### config.mk
export PLATFORM = sky130hd
export DESIGN_NAME = byte_tx_sequencer
export DESIGN_NICKNAME = d
export VERILOG_FILES = /design/src/rtl/byte_tx_sequencer.sv
export SDC_FILE = /design/constraint.sdc
export NUM_CORES = 1
export LEC_CHECK = 0
export CORE_ASPECT_RATIO = 0.8
export CORE_UTILIZATION = 30
export DETAILED_ROUTE_END_ITERATION = 10
export SLEW_MARGIN = 20
export SYNTH_ARGS = -nofsm -noshare
export SYNTH_HDL_FRONTEND = slang
export SYNTH_SLANG_ARGS = --single-unit
### constraint.sdc
create_clock -name clk -period 3.6 [get_ports clk]
set_input_delay 0.72 -clock clk [delete_from_list [all_inputs] [get_ports clk]]
set_output_delay 0.72 -clock clk [all_outputs]
set_load 0.02 [all_outputs]
### src/rtl/byte_tx_sequencer.sv
// rtl/byte_tx_sequencer.sv - byte FIFO feeding a start/8N/stop serial framer
// with latched per-frame bit period and inter-frame gap.
module byte_tx_sequencer #(
  parameter int FIFO_DEPTH = 4,
  parameter int DIV_WIDTH  = 11
) (
  input  logic                          clk,
  input  logic                          rst,
  input  logic                          wr_en,
  input  logic [7:0]                    wr_data,
  output logic                          wr_ready,
  input  logic [DIV_WIDTH-1:0]          cfg_divisor,
  input  logic [DIV_WIDTH-1:0]          cfg_gap,
  input  logic                          tx_enable,
  input  logic                          clr_overflow,
  output logic                          txd,
  output logic                          busy,
  output logic [$clog2(FIFO_DEPTH):0]   fifo_count,
  output logic                          overflow
);

  localparam int AW = $clog2(FIFO_DEPTH);
  localparam int CW = AW + 1;

  typedef enum logic [2:0] {IDLE, START, DATA, STOP, GAP} state_t;

  logic [7:0]    mem [FIFO_DEPTH];
  logic [AW-1:0] wr_ptr, rd_ptr;
  logic [CW-1:0] count;
  logic          full, empty, push, pop;

  assign full     = (count == CW'(FIFO_DEPTH));
  assign empty    = (count == '0);
  assign push     = wr_en && !full;
  assign wr_ready = !full;
  assign fifo_count = count;

  // Pointers wrap naturally because FIFO_DEPTH is a power of two.
  always_ff @(posedge clk or posedge rst) begin
    if (rst) begin
      wr_ptr   <= '0;
      rd_ptr   <= '0;
      count    <= '0;
      overflow <= 1'b0;
    end else begin
      if (push) wr_ptr <= wr_ptr + AW'(1);
      if (pop)  rd_ptr <= rd_ptr + AW'(1);
      case ({push, pop})
        2'b10:   count <= count + CW'(1);
        2'b01:   count <= count - CW'(1);
        default: count <= count;
      endcase
      if (wr_en && full)     overflow <= 1'b1;
      else if (clr_overflow) overflow <= 1'b0;
    end
  end

  always_ff @(posedge clk) begin
    if (push) mem[wr_ptr] <= wr_data;
  end

  state_t               state, state_n;
  logic [DIV_WIDTH-1:0] cnt, cnt_n;
  logic [DIV_WIDTH-1:0] div_l, div_l_n;
  logic [DIV_WIDTH-1:0] gap_l, gap_l_n;
  logic [7:0]           shift, shift_n;
  logic [2:0]           bit_idx, bit_idx_n;
  logic                 txd_n;
  logic                 bit_done, gap_done, start_ok, load;

  assign bit_done = (cnt == div_l);
  assign gap_done = (cnt == gap_l - DIV_WIDTH'(1));
  assign start_ok = tx_enable && !empty;
  assign pop      = load;
  assign busy     = (state != IDLE);

  always_ff @(posedge clk or posedge rst) begin
    if (rst) begin
      state   <= IDLE;
      cnt     <= '0;
      div_l   <= '0;
      gap_l   <= '0;
      shift   <= '0;
      bit_idx <= '0;
      txd     <= 1'b1;
    end else begin
      state   <= state_n;
      cnt     <= cnt_n;
      div_l   <= div_l_n;
      gap_l   <= gap_l_n;
      shift   <= shift_n;
      bit_idx <= bit_idx_n;
      txd     <= txd_n;
    end
  end

  always_comb begin
    state_n   = state;
    cnt_n     = cnt + DIV_WIDTH'(1);
    div_l_n   = div_l;
    gap_l_n   = gap_l;
    shift_n   = shift;
    bit_idx_n = bit_idx;
    load      = 1'b0;

    case (state)
      IDLE: begin
        cnt_n = '0;
        if (start_ok) load = 1'b1;
      end
      START: begin
        if (bit_done) begin
          state_n   = DATA;
          cnt_n     = '0;
          bit_idx_n = '0;
        end
      end
      DATA: begin
        if (bit_done) begin
          cnt_n = '0;
          if (bit_idx == 3'd7) begin
            state_n = STOP;
          end else begin
            shift_n   = {1'b0, shift[7:1]};
            bit_idx_n = bit_idx + 3'd1;
          end
        end
      end
      STOP: begin
        if (bit_done) begin
          cnt_n = '0;
          if (gap_l != '0)   state_n = GAP;
          else if (start_ok) load = 1'b1;
          else               state_n = IDLE;
        end
      end
      GAP: begin
        if (gap_done) begin
          cnt_n = '0;
          if (start_ok) load = 1'b1;
          else          state_n = IDLE;
        end
      end
      default: begin
        state_n = IDLE;
        cnt_n   = '0;
      end
    endcase

    // Starting a frame pops the head and snapshots timing for this frame only.
    if (load) begin
      state_n   = START;
      shift_n   = mem[rd_ptr];
      div_l_n   = cfg_divisor;
      gap_l_n   = cfg_gap;
      cnt_n     = '0;
      bit_idx_n = '0;
    end

    // txd is registered from the next state so the line changes on state entry.
    case (state_n)
      START:   txd_n = 1'b0;
      DATA:    txd_n = shift_n[0];
      default: txd_n = 1'b1;
    endcase
  end

endmodule

==> results of run 1 <==
-- worst min path at each step --
stage               startpoint  endpoint  slack (ps)
finish                shift[6]  shift[6]         480
global route          shift[6]  shift[6]         500
CTS                   shift[6]  shift[6]         480
detailed placement    shift[6]  shift[6]         470
global placement      shift[5]  shift[5]         460
floorplan             shift[3]  shift[3]         450
-- worst reg2reg max path, stage by stage (launching register included) --
cell and delay (ps):
dfrtp_1 430, inv_1 100, ha_1 180, nor3b_2 390
nand4b_1 240, xnor2_1 220, a2111oi_4 400, a2bb2o_4 190
ha_1 170, inv_1 60, fa_1 380, xor2_1 150
nor2_1 110, xor2_1 150
-- layer usage --
| metal | track usage | up-vias | routed length [um] |
|---|---|---|---|
| li1 | - | 1309 | - |
| met1 | 0.1817 | 1386 | 4340 |
| met2 | 0.2081 | 67 | 4069 |
| met3 | 0.03766 | 6 | 452 |
| met4 | 0.03692 | 0 | 65 |
| met5 | 0 | - | 0 |
-- state kept, by name, summed over array words and instances (netlist names) --
name,flops
mem,32
cnt,11
div_l,11
gap_l,11
shift,8
bit_idx,3
fifo_count,3
state,3
rd_ptr,2
wr_ptr,2
overflow,1
txd,1
-- layout make-up --
type                    count  area, um^2  area share
clock inverters             7       72.57     0.01408
repair buffers             44       432.9     0.08398
well taps                 180       225.2     0.04369
flip-flops and latches     88        2364      0.4585
multi-input cells         221        1778      0.3449
inverters                  15       57.56     0.01117
clock buffers               9       225.2     0.04369
-- power groups by stage --
stage / sequential, mW / clock (mW) / combinational, mW
after CTS: 1.21 / 0.953 / 0.349
after floorplan: 1.24 / 0 / 0.168
after detailed placement: 1.23 / 0 / 0.345
final: 1.21 / 0.923 / 0.341
after global placement: 1.23 / 0 / 0.334
after global routing: 1.23 / 0.996 / 0.376
-- synth_stat cells, drive strengths merged (5+ instances only) --
cell	count	share of area
clkbuf	7	0.0061
inv	15	0.013
nand2	17	0.015
a22o	5	0.010
nor4	5	0.0088
nor3	5	0.0058
and3	8	0.012
edfxtp	32	0.22
xnor2	14	0.029
a21oi	5	0.0058
ha	9	0.026
mux4	8	0.042
xor2	25	0.051
nand3	11	0.013
dfrtp	55	0.32
buf	7	0.014
a21o	6	0.011
mux2	19	0.050
nor2	24	0.021
o21ai	11	0.013
-- cells in the final DEF, fill, tap and decap left out, types with 6 or more instances in the layout --
cell	count
mux2_2	18
and3_1	8
dfrtp_1	55
nand2_1	17
a21o_1	6
xnor2_1	14
nand3_1	11
nor2_1	24
clkbuf_16	9
inv_1	14
xor2_1	25
o21ai_0	9
ha_1	9
clkdlybuf4s50_1	41
edfxtp_1	32
mux4_2	8
-- per-stage QoR --
step           setup WS (ps)  power [mW]  hold slack, ps
3_3_place_gp           487.5       1.562           460.0
6_report               380.7       2.478           482.3
4_1_cts                379.5       2.516           484.8
5_1_grt                68.96       2.598           501.3
3_5_place_dp           394.7       1.578           469.8
2_1_floorplan          276.8       1.407           449.6
-- cell families after synthesis --
| group | Yosys count |
|---|---|
| buffers and inverters | 29 |
| DFF | 88 |
| adders and majority gates | 10 |
| AOI/OAI and AO/OA | 51 |
| and+or+nand+nor | 91 |
| xor gates and xnor gates | 39 |
| muxes | 30 |
==> flow_summary.toml, run 1 <==
[status]
status = "completed"

[floorplanning]
row_count = 38
io_pins = 42
design.core.area_um2 = 13740
die_y_um = 108.9
fp.dieW_um = 135.6
initial_utilization = 0.3117
die-area_um2 = 14760

[drt]
vias = 2768
wl_mm = 8.927
firstDrtPassIters = 6
drt_iter0_drc = 164
drc = 0
routedWlPerCell_um = 15.83
ant_nets = 0
viasPerCell = 4.908

[timing]
setup_viol_count_final = 0
hold_viol = 0
skew_ps = 11.66
min_period_over_period = 0.8942
fin_crit_ps = 3219
worst_pin_slew_ps = 829.9
drv_slew = 0
rsz0062_at_grt = "no"
slew_headroom = 0.4461
tns_ps = 0
max_freq_ghz = 0.3106

[critical_path]
ff2ff_path_depth = 13
critPathArrivalTime_ps = 3490
crit_family = "simple AND/OR/NAND/NOR gates"
crit_start = "gap_l[0]"
regToRegEndpoint = "fifo_count[2]"
end_kind = "flop"
endpoint = "fifo_count[2]"
cp_slowest_stage_delay_ps = 430
cp_max_fo = 8
crit_buf_inv = 2
reg2reg_from = "gap_l[0]"
r2r_slack_ps = 380
path_cells = "inv_1, ha_1, nor3b_2, nand4b_1, xnor2_1, a2111oi_4, a2bb2o_4, ha_1, inv_1, fa_1, xor2_1, nor2_1, xor2_1"
required_ps = 3870
cp-start-kind = "flop"
crit_type = "flop to flop"
crit_slowest_cell = "dfrtp_1"
crit_cells = 13

[place]
place_congestion = 0.7944
port_buffers = 41
place_hpwl_mm = 6.311
place_inst = 548
placed_cell_area_um2 = 4856

[logic_synthesis]
synth-compound-area-share = 0.09436
synth_xor_area_frac = 0.07975
async_flop_share = 0.6364
synth-edff-count = 32
synth_top_flop_cell = "dfrtp_1"
synth-simple-area-share = 0.1110
ys_types = 55
synth_top_family_by_area = "simple AND/OR/NAND/NOR gates"
ys_ff_latch = 88
ys_warn_count = 0
yosysSeqAreaShare = 0.5519
synth_cells = 338
syn_area_um2 = 4283
synth_fa_ha_area_frac = 0.03097
mappedNetlistNets = 383
syn_area_per_cell_um2 = 12.67
synthMuxAreaShare = 0.09904

[pwr]
power_density_nw_per_um2 = 480.7
swShare = 0.2735
p_clk_frac = 0.372
switching_power_mw = 0.6778
p_int_mw = 1.800
cellLeakagePower_nw = 2.154
power_frac_seq = 0.490
p_comb_frac = 0.137
vdd.ir_drop.worst_uv = 357.8

[cells_and_area]
fillers = 1306
postLayoutCoreUtil = 0.3752
area_growth_pct = 20.36
drive_gt1_frac = 0.1484
layout.nets = 424
n_antenna_cell = 0
design_area_um2 = 5155
instances_no_fill = 564

[min_path]
hold_path.class = "flop to flop"
hold_depth = 1

[global_route]
grt_pass1_vias = 2824
antenna_found_initial = 0
grt_pass1_wl_mm = 14.77
grt_max_degree = 48
globalRouteTotalUtil = 0.1337
grt-ovfl-total = 0

[clocking]
cts_tree = "built"
cts_hold_buf = 0
h-tree-depth = 3
cts-resized-gates = 0
cts_root_buffer = "clkbuf_16"
clock_latency_ps = 340
postCtsSetupBuffers = 0
clock-sinks = 88
clk_path_buf_depth = 2
cts_buffers = 9
clk_pin_slew_ps = 70

[flow_run]
drv_cap = 0
(Power assumes the default switching activity.)
==> run 2, diff against run 1 <==
- clock period: 3.6 -> 4.1 ns (I/O delays scaled with it)
==> flow_summary.toml, run 2 (synthesis results as in run 1) <==
[status]
status = "completed"

[drt]
drc = 0
firstDrtPassIters = 4
vias = 2762
wl_mm = 8.817
ant_nets = 0
viasPerCell = 4.906
routedWlPerCell_um = 15.66
drt_iter0_drc = 161

[flow_run]
drv_cap = 0

[floorplanning]
io_pins = 42
die_y_um = 108.9
fp.dieW_um = 135.6
die-area_um2 = 14760
design.core.area_um2 = 13740
initial_utilization = 0.3117
row_count = 38

[global_route]
antenna_found_initial = 0
grt_pass1_vias = 2866
globalRouteTotalUtil = 0.1337
grt-ovfl-total = 0
grt_max_degree = 47
grt_pass1_wl_mm = 14.84

[clocking]
cts_hold_buf = 0
cts-resized-gates = 0
clock_latency_ps = 340
cts_root_buffer = "clkbuf_16"
cts_tree = "built"
postCtsSetupBuffers = 0
cts_buffers = 9
clk_pin_slew_ps = 60
clk_path_buf_depth = 2
clock-sinks = 88
h-tree-depth = 3

[critical_path]
cp_slowest_stage_delay_ps = 430
end_kind = "flop"
required_ps = 4360
crit_slowest_cell = "dfrtp_1"
cp-start-kind = "flop"
path_cells = "inv_1, ha_1, nor3b_2, nand4b_1, xnor2_1, a2111oi_4, a2bb2o_4, ha_1, inv_1, fa_1, xor2_1, nor2_1, xor2_1"
cp_max_fo = 8
crit_type = "flop to flop"
critPathArrivalTime_ps = 3580

[place]
port_buffers = 41
place_ws_ps = 763.9
place_congestion = 0.7689
place_hpwl_mm = 6.219

[timing]
slew_headroom = 0.3419
drv_slew = 0
max_freq_ghz = 0.3017
tns_ps = 0
hold_viol = 0
skew_ps = 6.288
min_period_over_period = 0.8085
worst_pin_slew_ps = 985.7
fin_crit_ps = 3315
layout_setup_ws_ps = 785.1
setup_viol_count_final = 0
rsz0062_at_grt = "no"

[cells_and_area]
final_common_cell = "dfrtp_1"
layout_common_cells = "dfrtp_1 (55), clkdlybuf4s50_1 (41), edfxtp_1 (32)"
layout.nets = 423
largest-register = "mem"
area_growth_pct = 19.92
drive_gt1_frac = 0.1462
n_antenna_cell = 0
largest_reg_flops = 32

[pwr]
vdd.ir_drop.worst_uv = 325.6
cellLeakagePower_nw = 2.141
power_density_nw_per_um2 = 418.5

[min_path]
hold_path.class = "flop to flop"
-- run 2: worst paths after layout --
path | start | to | slack, ps | cells after the start
setup / recovery | gap_l[0] | fifo_count[2] | 790 | 13
hold / removal | shift[6] | shift[6] | 480 | 1
setup reg to reg | gap_l[0] | fifo_count[2] | 790 | 13
hold reg to reg | shift[6] | shift[6] | 480 | 1
max in group asynchronous | rst | txd | 2270 | 3
min in group asynchronous | rst | div_l[10] | 1020 | 2
-- run 2: worst max-delay path: cells and delay by family (launching register included) --
| family | cells | cell delay, ps |
|---|---|---|
| xor+xnor | 3 | 540 |
| fa+ha+maj | 3 | 720 |
| simple gates | 3 | 780 |
| compound gates | 2 | 600 |
| flops | 1 | 430 |
| buf+inv | 2 | 160 |
-- run 2: report_power, final --
group	internal, mW	leakage [nW]	switching [mW]	total [mW]
Clock	0.421	0.136	0.364	0.785
Combinational	0.137	1.01	0.163	0.301
Sequential	1.01	0.995	0.0516	1.06
Total	1.57	2.14	0.579	2.15
-- run 2: per-layer routing --
layer | track usage | routed length (um)
met1 | 0.1799 | 4308
met2 | 0.2085 | 3921
met4 | 0.04173 | 102
met3 | 0.03719 | 486
met5 | 0 | 0
-- run 2: final cells by class --
class,instances,area [um^2]
sequential,88,2364
clock inverter,7,62.56
timing repair buffer,43,425.4
multi-input combinational,221,1778
inverter,15,56.30
clock buffer,9,225.2
tap,180,225.2
fill,1338,8605
-- run 2: per-stage QoR --
| stage | power, mW | util | cells | cell area, um^2 | hold slack, ps |
|---|---|---|---|---|---|
| global route | 2.258 | 0.3738 | 563 | 5136 | 501.1 |
| global placement | 1.370 | 0.3529 | 547 | 4848 | 459.8 |
| finish | 2.150 | 0.3738 | 563 | 5136 | 480.9 |
| floorplan | 1.236 | - | 338 | 4283 | 449.6 |
| CTS | 2.179 | 0.3738 | 563 | 5136 | 484.9 |
| detailed placement | 1.388 | 0.3529 | 547 | 4848 | 470.0 |
==> run 3, diff against run 2 <==
- clock period: 4.1 -> 3.1 ns (I/O delays scaled with it)
==> flow_summary.toml, run 3 (synthesis results as in run 1) <==
[min_path]
hold_path.class = "flop to flop"
hold_path.startpoint = "shift[6]"

[timing]
slew_headroom = 0.5409
hold_viol = 0
max_freq_ghz = 0.3404
drv_slew = 0
min_period_over_period = 0.9476
skew_ps = 5.803
worst_pin_slew_ps = 682.8
setup_viol_count_final = 0
layout_setup_ws_ps = 162.3
fin_crit_ps = 2938
rsz0062_at_grt = "yes"

[clocking]
cts_tree = "built"
cts_hold_buf = 0
clk_path_buf_depth = 2
cts_buffers = 9
clock_latency_ps = 340
h-tree-depth = 3
clock-sinks = 88
clk_pin_slew_ps = 60
cts_root_buffer = "clkbuf_16"

[drt]
wl_mm = 8.975
ant_nets = 0
drc = 0
vias = 2849
firstDrtPassIters = 4
routedWlPerCell_um = 15.47
drt_iter0_drc = 188
viasPerCell = 4.912

[cells_and_area]
multiInputGateArea_um2 = 1834
final_common_cell = "dfrtp_1"
largest-register = "mem"
area_growth_pct = 25.80
instances_no_fill = 580
fillers = 1297
largest_reg_flops = 32
layout.nets = 440
register_area_um2 = 2365
drive_gt1_frac = 0.2075
layout_common_cells = "dfrtp_1 (54), clkdlybuf4s50_1 (41), edfxtp_1 (32)"
n_antenna_cell = 0

[floorplanning]
initial_utilization = 0.3117
row_count = 38
io_pins = 42
die-area_um2 = 14760
die_y_um = 108.9
design.core.area_um2 = 13740
fp.dieW_um = 135.6

[global_route]
grt_pass1_wl_mm = 14.48
grt_max_degree = 44
grt-ovfl-total = 0
antenna_found_initial = 0
globalRouteTotalUtil = 0.1287
grt_pass1_vias = 2913

[pwr]
power_density_nw_per_um2 = 558.1
power_mw = 3.007
p_int_mw = 2.250
power_frac_seq = 0.464
cellLeakagePower_nw = 2.255
swShare = 0.2517
p_clk_frac = 0.395
vdd.ir_drop.worst_uv = 337.2
switching_power_mw = 0.7568
p_comb_frac = 0.142

[critical_path]
crit_slowest_cell = "a2111oi_4"
crit_family = "compound AO/OA/AOI/OAI gates"
reg2reg_from = "gap_l[1]"
crit_cells = 14
ff2ff_path_depth = 14
critPathArrivalTime_ps = 3200
r2r_slack_ps = 160
crit_start = "gap_l[1]"
end_kind = "flop"
cp_slowest_stage_delay_ps = 430
crit_buf_inv = 3
crit_type = "flop to flop"
cp_max_fo = 4
path_cells = "inv_2, ha_4, nor3b_4, buf_6, nand2_2, xor2_2, a2111oi_4, a2bb2o_4, ha_4, inv_2, fa_2, xor2_1, nor2_1, xor2_1"
cp-start-kind = "flop"
required_ps = 3360
regToRegEndpoint = "fifo_count[2]"
endpoint = "fifo_count[2]"

[flow_run]
drv_cap = 0

[place]
port_buffers = 41
place_inst = 556
place_congestion = 0.8551
place_ws_ps = 57.41
place_hpwl_mm = 6.256

[status]
status = "completed"
run 3: layer usage:
layer,vias to the layer above,GRT usage,share of wire
met5,-,0,0
met4,0,0.03531,0.016
met3,14,0.03394,0.045
met2,83,0.2150,0.48
met1,1400,0.1645,0.46
li1,1352,-,-
run 3: how the worst min path moves through the flow:
stage | to | slack (ps) | depth (start not counted)
after floorplan | shift[3] | 450 | 1
after global placement | shift[4] | 460 | 1
after detailed placement | shift[2] | 470 | 1
after CTS | shift[2] | 480 | 1
after global routing | shift[6] | 500 | 1
final | shift[6] | 480 | 1
run 3: power groups by stage:
stage / sequential, mW / clock (mW) / combinational (mW)
after detailed placement: 1.42 / 0 / 0.435
after floorplan: 1.44 / 0 / 0.201
after global routing: 1.40 / 1.25 / 0.469
after CTS: 1.40 / 1.21 / 0.436
final: 1.39 / 1.19 / 0.426
after global placement: 1.41 / 0 / 0.419
run 3: what timing repair did:
item,CTS,global route
buffers inserted,0,8
gates resized for setup,0,8
endpoints found under the setup margin,0,2
run 3: layout make-up:
cell class	count	area share
Sequential cell	88	0.4389
Multi-Input combinational cell	221	0.3405
Timing Repair Buffer	60	0.1080
Clock buffer	9	0.04180
Tap cell	180	0.04180
Clock inverter	7	0.01858
Inverter	15	0.01045
run 3: worst register-to-register path, cell delays in order (launching register included):
cell and delay, ps:
dfrtp_1 410, inv_2 100, ha_4 140, nor3b_4 270, buf_6 150, nand2_2 70
xor2_2 170, a2111oi_4 430, a2bb2o_4 200, ha_4 130, inv_2 40, fa_2 350
xor2_1 150, nor2_1 110, xor2_1 150
run 3: per-stage QoR:
stage	util	hold slack, ps	setup TNS [ps]	area, um^2
4_1_cts	0.3857	480.8	0	5300
6_report	0.3921	479.1	0	5388
3_5_place_dp	0.3620	465.5	0	4975
5_1_grt	0.3921	497.1	-87.53	5388
2_1_floorplan	-	449.6	-19.40	4317
3_3_place_gp	0.3620	463.0	0	4975
